$ cat config.mk
export PLATFORM = sky130hd
export DESIGN_NAME = apb_follower_flat
export DESIGN_NICKNAME = d
export VERILOG_FILES = /design/src/rtl/apb_follower_if.sv /design/src/rtl/apb_follower.sv /design/src/flat_wrapper.sv
export SDC_FILE = /design/constraint.sdc
export NUM_CORES = 1
export LEC_CHECK = 0
export CAP_MARGIN = 5
export CORE_MARGIN = 2
export CORE_UTILIZATION = 55
export CTS_CLUSTER_DIAMETER = 40
export CTS_CLUSTER_SIZE = 40
export DETAILED_ROUTE_END_ITERATION = 12
export GPL_ROUTABILITY_DRIVEN = 0
export PLACE_DENSITY = 0.76
export SLEW_MARGIN = 40
export SYNTH_ARGS = -nofsm -noshare
export SYNTH_HDL_FRONTEND = slang
export SYNTH_SLANG_ARGS = --single-unit
$ cat constraint.sdc
create_clock -name PCLK -period 2 [get_ports PCLK]
set_input_delay 0.2 -clock PCLK [delete_from_list [all_inputs] [get_ports PCLK]]
set_output_delay 0.2 -clock PCLK [all_outputs]
set_load 0.005 [all_outputs]
$ cat src/rtl/apb_follower_if.sv
// APB link between a single requester and the apb_follower completer.
interface apb_follower_if #(
    parameter int unsigned ADDR_WIDTH = 10,
    parameter int unsigned DATA_WIDTH = 16
);
    logic                  PSEL;
    logic                  PENABLE;
    logic                  PWRITE;
    logic [ADDR_WIDTH-1:0] PADDR;
    logic [DATA_WIDTH-1:0] PWDATA;
    logic                  PREADY;
    logic [DATA_WIDTH-1:0] PRDATA;
    logic                  PSLVERR;

    modport master (
        output PSEL, PENABLE, PWRITE, PADDR, PWDATA,
        input  PREADY, PRDATA, PSLVERR
    );

    modport slave (
        input  PSEL, PENABLE, PWRITE, PADDR, PWDATA,
        output PREADY, PRDATA, PSLVERR
    );
endinterface

$ cat src/rtl/apb_follower.sv
// APB completer: NUM_REGS-1 read/write registers plus a read-only transfer
// counter in the top slot, with a fixed number of wait states per access.
module apb_follower #(
    parameter int unsigned ADDR_WIDTH  = 10,
    parameter int unsigned DATA_WIDTH  = 16,
    parameter int unsigned NUM_REGS    = 16,
    parameter int unsigned WAIT_CYCLES = 2
) (
    input  logic          PCLK,
    input  logic          PRESETN,
    apb_follower_if.slave apb
);
    localparam int unsigned WCW     = (WAIT_CYCLES > 0) ? $clog2(WAIT_CYCLES + 1) : 1;
    localparam int unsigned IW      = $clog2(NUM_REGS);
    localparam int unsigned CNT_IDX = NUM_REGS - 1;

    typedef enum logic {IDLE, ACCESS} state_t;

    state_t                state;
    logic [ADDR_WIDTH-1:0] addr_q;
    logic                  wr_q;
    logic [WCW-1:0]        wait_cnt;
    // Slot CNT_IDX holds the transfer counter; writes to it are decoded as errors.
    logic [DATA_WIDTH-1:0] regs [NUM_REGS];

    logic                  ready_c;
    logic                  err_c;
    logic [IW-1:0]         idx_c;

    assign idx_c   = addr_q[IW-1:0];
    assign err_c   = (32'(addr_q) >= NUM_REGS) || (wr_q && (32'(addr_q) == CNT_IDX));
    assign ready_c = (state == ACCESS) && apb.PSEL && apb.PENABLE && (wait_cnt == '0);

    assign apb.PREADY  = ready_c;
    assign apb.PSLVERR = ready_c && err_c;
    assign apb.PRDATA  = (ready_c && !wr_q && !err_c) ? regs[idx_c] : '0;

    // Transfer sequencing, register bank and counter update.
    always_ff @(posedge PCLK or negedge PRESETN) begin
        if (!PRESETN) begin
            state    <= IDLE;
            addr_q   <= '0;
            wr_q     <= 1'b0;
            wait_cnt <= '0;
            for (int i = 0; i < int'(NUM_REGS); i++) begin
                regs[i] <= '0;
            end
        end else begin
            case (state)
                IDLE: begin
                    if (apb.PSEL && !apb.PENABLE) begin
                        addr_q   <= apb.PADDR;
                        wr_q     <= apb.PWRITE;
                        wait_cnt <= WCW'(WAIT_CYCLES);
                        state    <= ACCESS;
                    end
                end
                ACCESS: begin
                    if (!apb.PSEL) begin
                        state <= IDLE;
                    end else if (apb.PENABLE) begin
                        if (wait_cnt != '0) begin
                            wait_cnt <= wait_cnt - WCW'(1);
                        end else begin
                            if (wr_q && !err_c) begin
                                regs[idx_c] <= apb.PWDATA;
                            end
                            regs[IW'(CNT_IDX)] <= regs[IW'(CNT_IDX)] + DATA_WIDTH'(1);
                            state <= IDLE;
                        end
                    end
                end
                default: state <= IDLE;
            endcase
        end
    end
endmodule
$ cat src/flat_wrapper.sv
// flat-port wrapper written by rule: the top's interface ports become plain ports
module apb_follower_flat 
#(
    parameter int unsigned ADDR_WIDTH  = 10,
    parameter int unsigned DATA_WIDTH  = 16,
    parameter int unsigned NUM_REGS    = 16,
    parameter int unsigned WAIT_CYCLES = 2
)
  (PCLK, PRESETN, apb_PSEL, apb_PENABLE, apb_PWRITE, apb_PADDR, apb_PWDATA, apb_PREADY, apb_PRDATA, apb_PSLVERR);
  apb_follower_if #(.ADDR_WIDTH(ADDR_WIDTH), .DATA_WIDTH(DATA_WIDTH)) apb_i ();
  input  logic PCLK;
  input  logic PRESETN;
  input wire logic [$bits(apb_i.PSEL)-1:0] apb_PSEL;
  input wire logic [$bits(apb_i.PENABLE)-1:0] apb_PENABLE;
  input wire logic [$bits(apb_i.PWRITE)-1:0] apb_PWRITE;
  input wire logic [$bits(apb_i.PADDR)-1:0] apb_PADDR;
  input wire logic [$bits(apb_i.PWDATA)-1:0] apb_PWDATA;
  output wire logic [$bits(apb_i.PREADY)-1:0] apb_PREADY;
  output wire logic [$bits(apb_i.PRDATA)-1:0] apb_PRDATA;
  output wire logic [$bits(apb_i.PSLVERR)-1:0] apb_PSLVERR;
  assign apb_i.PSEL = apb_PSEL;
  assign apb_i.PENABLE = apb_PENABLE;
  assign apb_i.PWRITE = apb_PWRITE;
  assign apb_i.PADDR = apb_PADDR;
  assign apb_i.PWDATA = apb_PWDATA;
  assign apb_PREADY = apb_i.PREADY;
  assign apb_PRDATA = apb_i.PRDATA;
  assign apb_PSLVERR = apb_i.PSLVERR;
  apb_follower #(.ADDR_WIDTH(ADDR_WIDTH), .DATA_WIDTH(DATA_WIDTH), .NUM_REGS(NUM_REGS), .WAIT_CYCLES(WAIT_CYCLES)) u_core (.PCLK(PCLK), .PRESETN(PRESETN), .apb(apb_i));
endmodule
# Word-level counts from Yosys, hierarchy flattened
# Index checks and enable logic that the tools add are counted.
[op_classes]
addsub = 2
magnitude_cmp = 3
n_eq_ne = 5
muxes = 17
bitwise_logic = 3
n_reduce_logical = 20
[ops]
columns = ["operator", "count"]
rows = [
  ["$bwmux W256", 1],
  ["$bmux W16 S4", 1],
  ["$demux W16 S4", 1],
  ["$mux W16", 4],
  ["$add A16 B1 Y16 const B", 1],
  ["$eq A10 B4 Y1 const B", 1],
  ["$ge A10 B5 Y1 const B", 1],
  ["$logic_and A1 B1 Y1", 10],
  ["$mux W2", 4],
  ["$reduce_and A4 Y1", 2],
  ["$ne A2 B2 Y1 const B", 3],
  ["$ge A5 B5 Y1 const B", 1],
  ["$lt A5 B1 Y1 const B", 1],
  ["$not A4 Y5", 1],
  ["$reduce_and A5 Y1", 1],
  ["$mux W1", 4],
  ["$pmux W2 S2", 1],
  ["$logic_not A1 Y1", 3],
  ["$logic_not A2 Y1", 1],
  ["$ne A2 B1 Y1 const B", 1],
  ["$not A1 Y1", 2],
  ["$pmux W1 S2", 1],
  ["$reduce_and A2 Y1", 1],
  ["$reduce_bool A2 Y1", 1],
  ["other kinds (2)", 2],
]
[totals]
reg_bits = 270
inputBits = 31
out_inout_bits = 18

# Longest topological paths before layout
[logic_depth]
depth_word = 6
ltp_mapped = 9
mapped_depth_nobuf = 7

# Worst setup path before layout
# Ideal clock, no wire load.
[synth_path]
path_type = "flip-flop to output port"
start = "register u_core.wait_cnt[0]"
end = "output apb_PRDATA[10]"
arrival_time_ns = 2.006
path_slack_ns = -0.206
path_stages_with_launch = 9
path_buffers = 3
cell_sequence = "dfrtp_1 -> inv_1 -> ha_1 -> nand4_1 -> buf_2 -> or4b_2 -> clkbuf_1 -> buf_2 -> o22ai_1"
[synth_between]
elab_chain_cells = 5
[synth_lines]
columns = ["item", "line_no", "rtl"]
rows = [
  ["from (decl)", "apb_follower.sv:22", "logic [WCW-1:0] wait_cnt;"],
  ["from (signal assigned)", "apb_follower.sv:54", "wait_cnt <= WCW'(WAIT_CYCLES);"],
  ["from (signal assigned)", "apb_follower.sv:63", "wait_cnt <= wait_cnt - WCW'(1);"],
  ["$logic_not A2 Y1", "apb_follower.sv:32", "assign ready_c = (state == ACCESS) && apb.PSEL && apb.PENABLE && (wait_cnt == '0);"],
  ["$logic_and A1 B1 Y1", "apb_follower.sv:32", ""],
  ["$logic_and A1 B1 Y1 (2 in a row)", "apb_follower.sv:36", "assign apb.PRDATA = (ready_c && !wr_q && !err_c) ? regs[idx_c] : '0;"],
  ["$mux W16", "apb_follower.sv:36", ""],
  ["to (decl)", "flat_wrapper.sv:19", "output wire logic [$bits(apb_i.PRDATA)-1:0] apb_PRDATA;"],
]
# Every way passes these cells.

# Worst setup path in the final report
[layout_path]
start = "register u_core.addr_q[6]"
end = "output apb_PRDATA[15]"
[layout_between]
elab_chain_cells = 6
[layout_lines]
columns = ["item", "line_no", "rtl"]
rows = [
  ["from (decl)", "apb_follower.sv:20", "logic [ADDR_WIDTH-1:0] addr_q;"],
  ["from (signal assigned)", "apb_follower.sv:52", "addr_q <= apb.PADDR;"],
  ["branches (longest 2 deep; another with $ge A10 B5 Y1)", "-", ""],
  ["$logic_or A1 B1 Y1 (*)", "apb_follower.sv:31", "assign err_c = (32'(addr_q) >= NUM_REGS) || (wr_q && (32'(addr_q) == CNT_IDX));"],
  ["$logic_not A1 Y1 (*)", "apb_follower.sv:36", ""],
  ["$logic_and A1 B1 Y1 (*)", "apb_follower.sv:36", ""],
  ["$mux W16 (*)", "apb_follower.sv:36", ""],
]
# Mark *: on every way between the ends.

==> metrics.md <==
| Metric | Value |
|---|---|
| Gr ovfl total | 0 |
| CP max stage delay | 0.54 ns |
| Final nets | 999 |
| Ys async rst share | 100% |
| Sequential element share of the synthesized area | 54.6% |
| Final setup fails | 259 |
| DR iter-0 viols | 539 |
| Fin Hold WS | 0.234 ns |
| Critical path type | flop to output pin |
| Worst skew pair latency | 0.53 ns |
| Largest net degree at the start of global routing | 66 |
| Peak Freq | 361 MHz |
| Setup TNS | -84.27 ns |
| Slew Viols, Final | 0 |
| Initial antenna violation count | 1 |
| Synth Area in Simple Gates | 3.25% |
| Gr usage total | 30.4% |
| Mean Syn Cell Area | 15.6 um2 |
| CP endpoint kind | output pin |
| Worst path slowest cell | or4_4 |
| Required @ worst endpoint | 1.80 ns |
| DP Wirelength | 19.6 mm |
| Worst-Margin Slew | 0.684 ns |
| Status | finished with violations |
| IO Count | 49 |
| Leakage | 7.98 nW |
| Die Area | 23700 um2 |
| Top cell type's share of synthesized area | 54.6% |
| Routed wire per std cell | 28.2 um |
| Syn Nets | 829 |
| # Max-Cap Violations | 0 |
| Die Width | 154 um |
| Startpoint Class | flop |
| Clk sinks | 270 |
| Final WL | 35.9 mm |
| PD cells | 833 nW/um2 |
| Worst Slack Setup Final | -0.769 ns |
| Min cycle time layout | 2.77 ns |
| Area Overhead vs Synth | 37.3% |
| Commonest non-fill, non-tap cell in the layout | dfrtp_1 |
| Critical-path cell list | nor4_4, nand2_2, or4_4, buf_6, buf_8, o22ai_2, buf_2 |
| TritonCTS clock tree | built |
| Synth warnings | 0 |
| Mapped cell area | 12400 um2 |
| Hold Vio Cnt, Final | 0 |
| Post-synthesis xor/xnor area fraction | 1.06% |
| CORE AREA | 22000 um2 |
| Initial core utilization | 56.4% |
| DRC Markers | 0 |
| DR vias/cell | 6.39 |
| Synth top area cells | dfrtp_1 55%, mux2_2 22%, mux4_2 11%, mux2i_1 2.9%, mux2_4 1.2% |
| Placement Rows | 54 |
| Post-Synth Adder-Cell Area | 0.202% |
| Num CTS Buffers | 36 |
| Most used DFF post-synth | dfrtp_1 |
| Worst slew margin | 54.3% |
| Vias in the first global route | 8942 |
| First-pass GRT wire length | 54.1 mm |
| CTS clk-pin slew, worst paths | 0.06 ns |
| Largest family of logic cells by synthesized area | multiplexers |
| Layout cells sized above 1 | 60.6% |
| Post-route clock period utilization | 138% |
| Post-Syn Instances | 796 |
| CTS root buffer | clkbuf_16 |
| Compound-cell area share of the yosys netlist | 1.42% |
| Number of synthesized flops with an enable pin | 0 |
| Most frequent cells in the layout | 267 x dfrtp_1, 189 x mux2_4, 61 x mux4_2, 61 x mux2_2, 58 x buf_4 |
| Multiplexer area fraction after synthesis | 37.0% |
| Synth area leader | dfrtp_1 |
| Clock Tree Buf Depth | 3 |
| Synth unique cells | 48 |
| Worst Path Max Fanout | 6 |
| PortBufs | 48 |
| FF+latch count, synth | 270 |
| Pre-antenna DRT Iters | 5 |
| Vias | 8130 |
| Violated checks | negative setup slack |
| RSZ-0062 raised after global routing | yes |
| Die H | 154 um |
| Crit path DAT | 2.57 ns |
| HP Class | input port to async pin |
| Final ANT Viol Nets | 0 |
| Max Clock Skew | 0.0148 ns |
| VDD IR-drop max | 0.00115 V |
| # H-tree levels | 2 |
[registers in the layout (all words and copies together), names as in the netlist]
register,flops
u_core.regs,256
u_core.state,1
u_core.wait_cnt,2
u_core.wr_q,1
u_core.addr_q,10
[per-layer routing]
metal,share of wire [%],global-route usage (%),vias to the layer above
met5,0,0,-
met4,5.0,14.7,0
met3,6.6,6.34,136
met2,49,50.8,337
met1,39,38.1,4344
li1,-,-,3313
[cell usage after synthesis (2+ instances only)]
cell type / count
clkbuf_1: 27
mux4_2: 61
dfrtp_1: 270
o22ai_1: 15
xor2_1: 3
nand4_1: 9
buf_1: 2
o21ai_0: 4
mux2_1: 3
buf_2: 28
ha_1: 2
nor2_1: 16
xnor2_1: 12
mux2i_1: 36
or3_1: 3
nor3_2: 5
nand2_1: 13
nand3_1: 8
mux2_4: 10
inv_1: 3
nor2b_1: 3
mux2_2: 237
[path summary, 6_finish.rpt]
kind                                                      from  slack, ns                      endpoint  cells after the start
worst max register to register  u_core.wait_cnt[0]$_DFFE_PN0P_      -0.41   u_core.regs[46]$_DFFE_PN0P_                     13
worst min register to register    u_core.regs[248]$_DFFE_PN0P_       0.50  u_core.regs[248]$_DFFE_PN0P_                      1
worst max-delay path              u_core.addr_q[6]$_DFFE_PN0P_      -0.77                apb_PRDATA[15]                      7
worst min-delay path                                   PRESETN       0.23   u_core.regs[26]$_DFFE_PN0P_                      2
min in group PCLK                                 apb_PADDR[0]       0.30  u_core.addr_q[0]$_DFFE_PN0P_                      3
max in group asynchronous                              PRESETN       0.96  u_core.regs[166]$_DFFE_PN0P_                      3
[through the flow]
step | total power, mW | cell area, um2 | utilization [%] | cells | setup slack (ns)
2_1_floorplan | 6.45 | 12600 | - | 796 | -0.108
3_3_place_gp | 7.11 | 14200 | 64.5 | 1167 | -0.715
3_5_place_dp | 7.15 | 14200 | 64.5 | 1167 | -0.764
4_1_cts | 14.1 | 16600 | 75.5 | 1270 | -0.698
5_1_grt | 14.6 | 17000 | 77.5 | 1273 | -0.802
6_report | 14.2 | 17000 | 77.5 | 1273 | -0.769
[worst max-delay path: cells and delay by family (launching register included)]
kind | cells | cell delay (ns)
flip-flops | 1 | 0.41
AO/OA/AOI/OAI | 1 | 0.18
AND/OR/NAND/NOR | 3 | 1.03
buffers and inverters | 3 | 0.43
[layout make-up]
class	count	area, um2
timing repair buffer	192	2210
clock inverter	23	308
inverter	5	26.3
clock buffer	41	951
fill	1111	4950
sequential	270	6760
antenna	1	2.50
tap	280	350
multi-input combinational	461	6400
[power by group]
group,leakage [nW],switching (mW),internal [mW]
sequential,3.74,0.118,5.55
combinational,3.63,0.857,0.859
clock,0.609,2.54,4.24
[logic make-up after synthesis]
logic type,after synthesis
DFF,270
adders and majority gates,2
muxes,347
AOI/OAI and AO/OA,27
xor gates and xnor gates,15
and+or+nand+nor,70
buffers and inverters,65
[repair_timing]
item | CTS | global route
setup buffers | 32 | 12
gates cloned | 7 | 2
endpoints found under the setup margin | 258 | 267
pin swaps | 17 | 21
hold buffers | 1 | 0
resized for setup | 268 | 120
endpoints found under the hold margin | 60 | 0
Note: power is estimated with default switching activity, not from simulation.
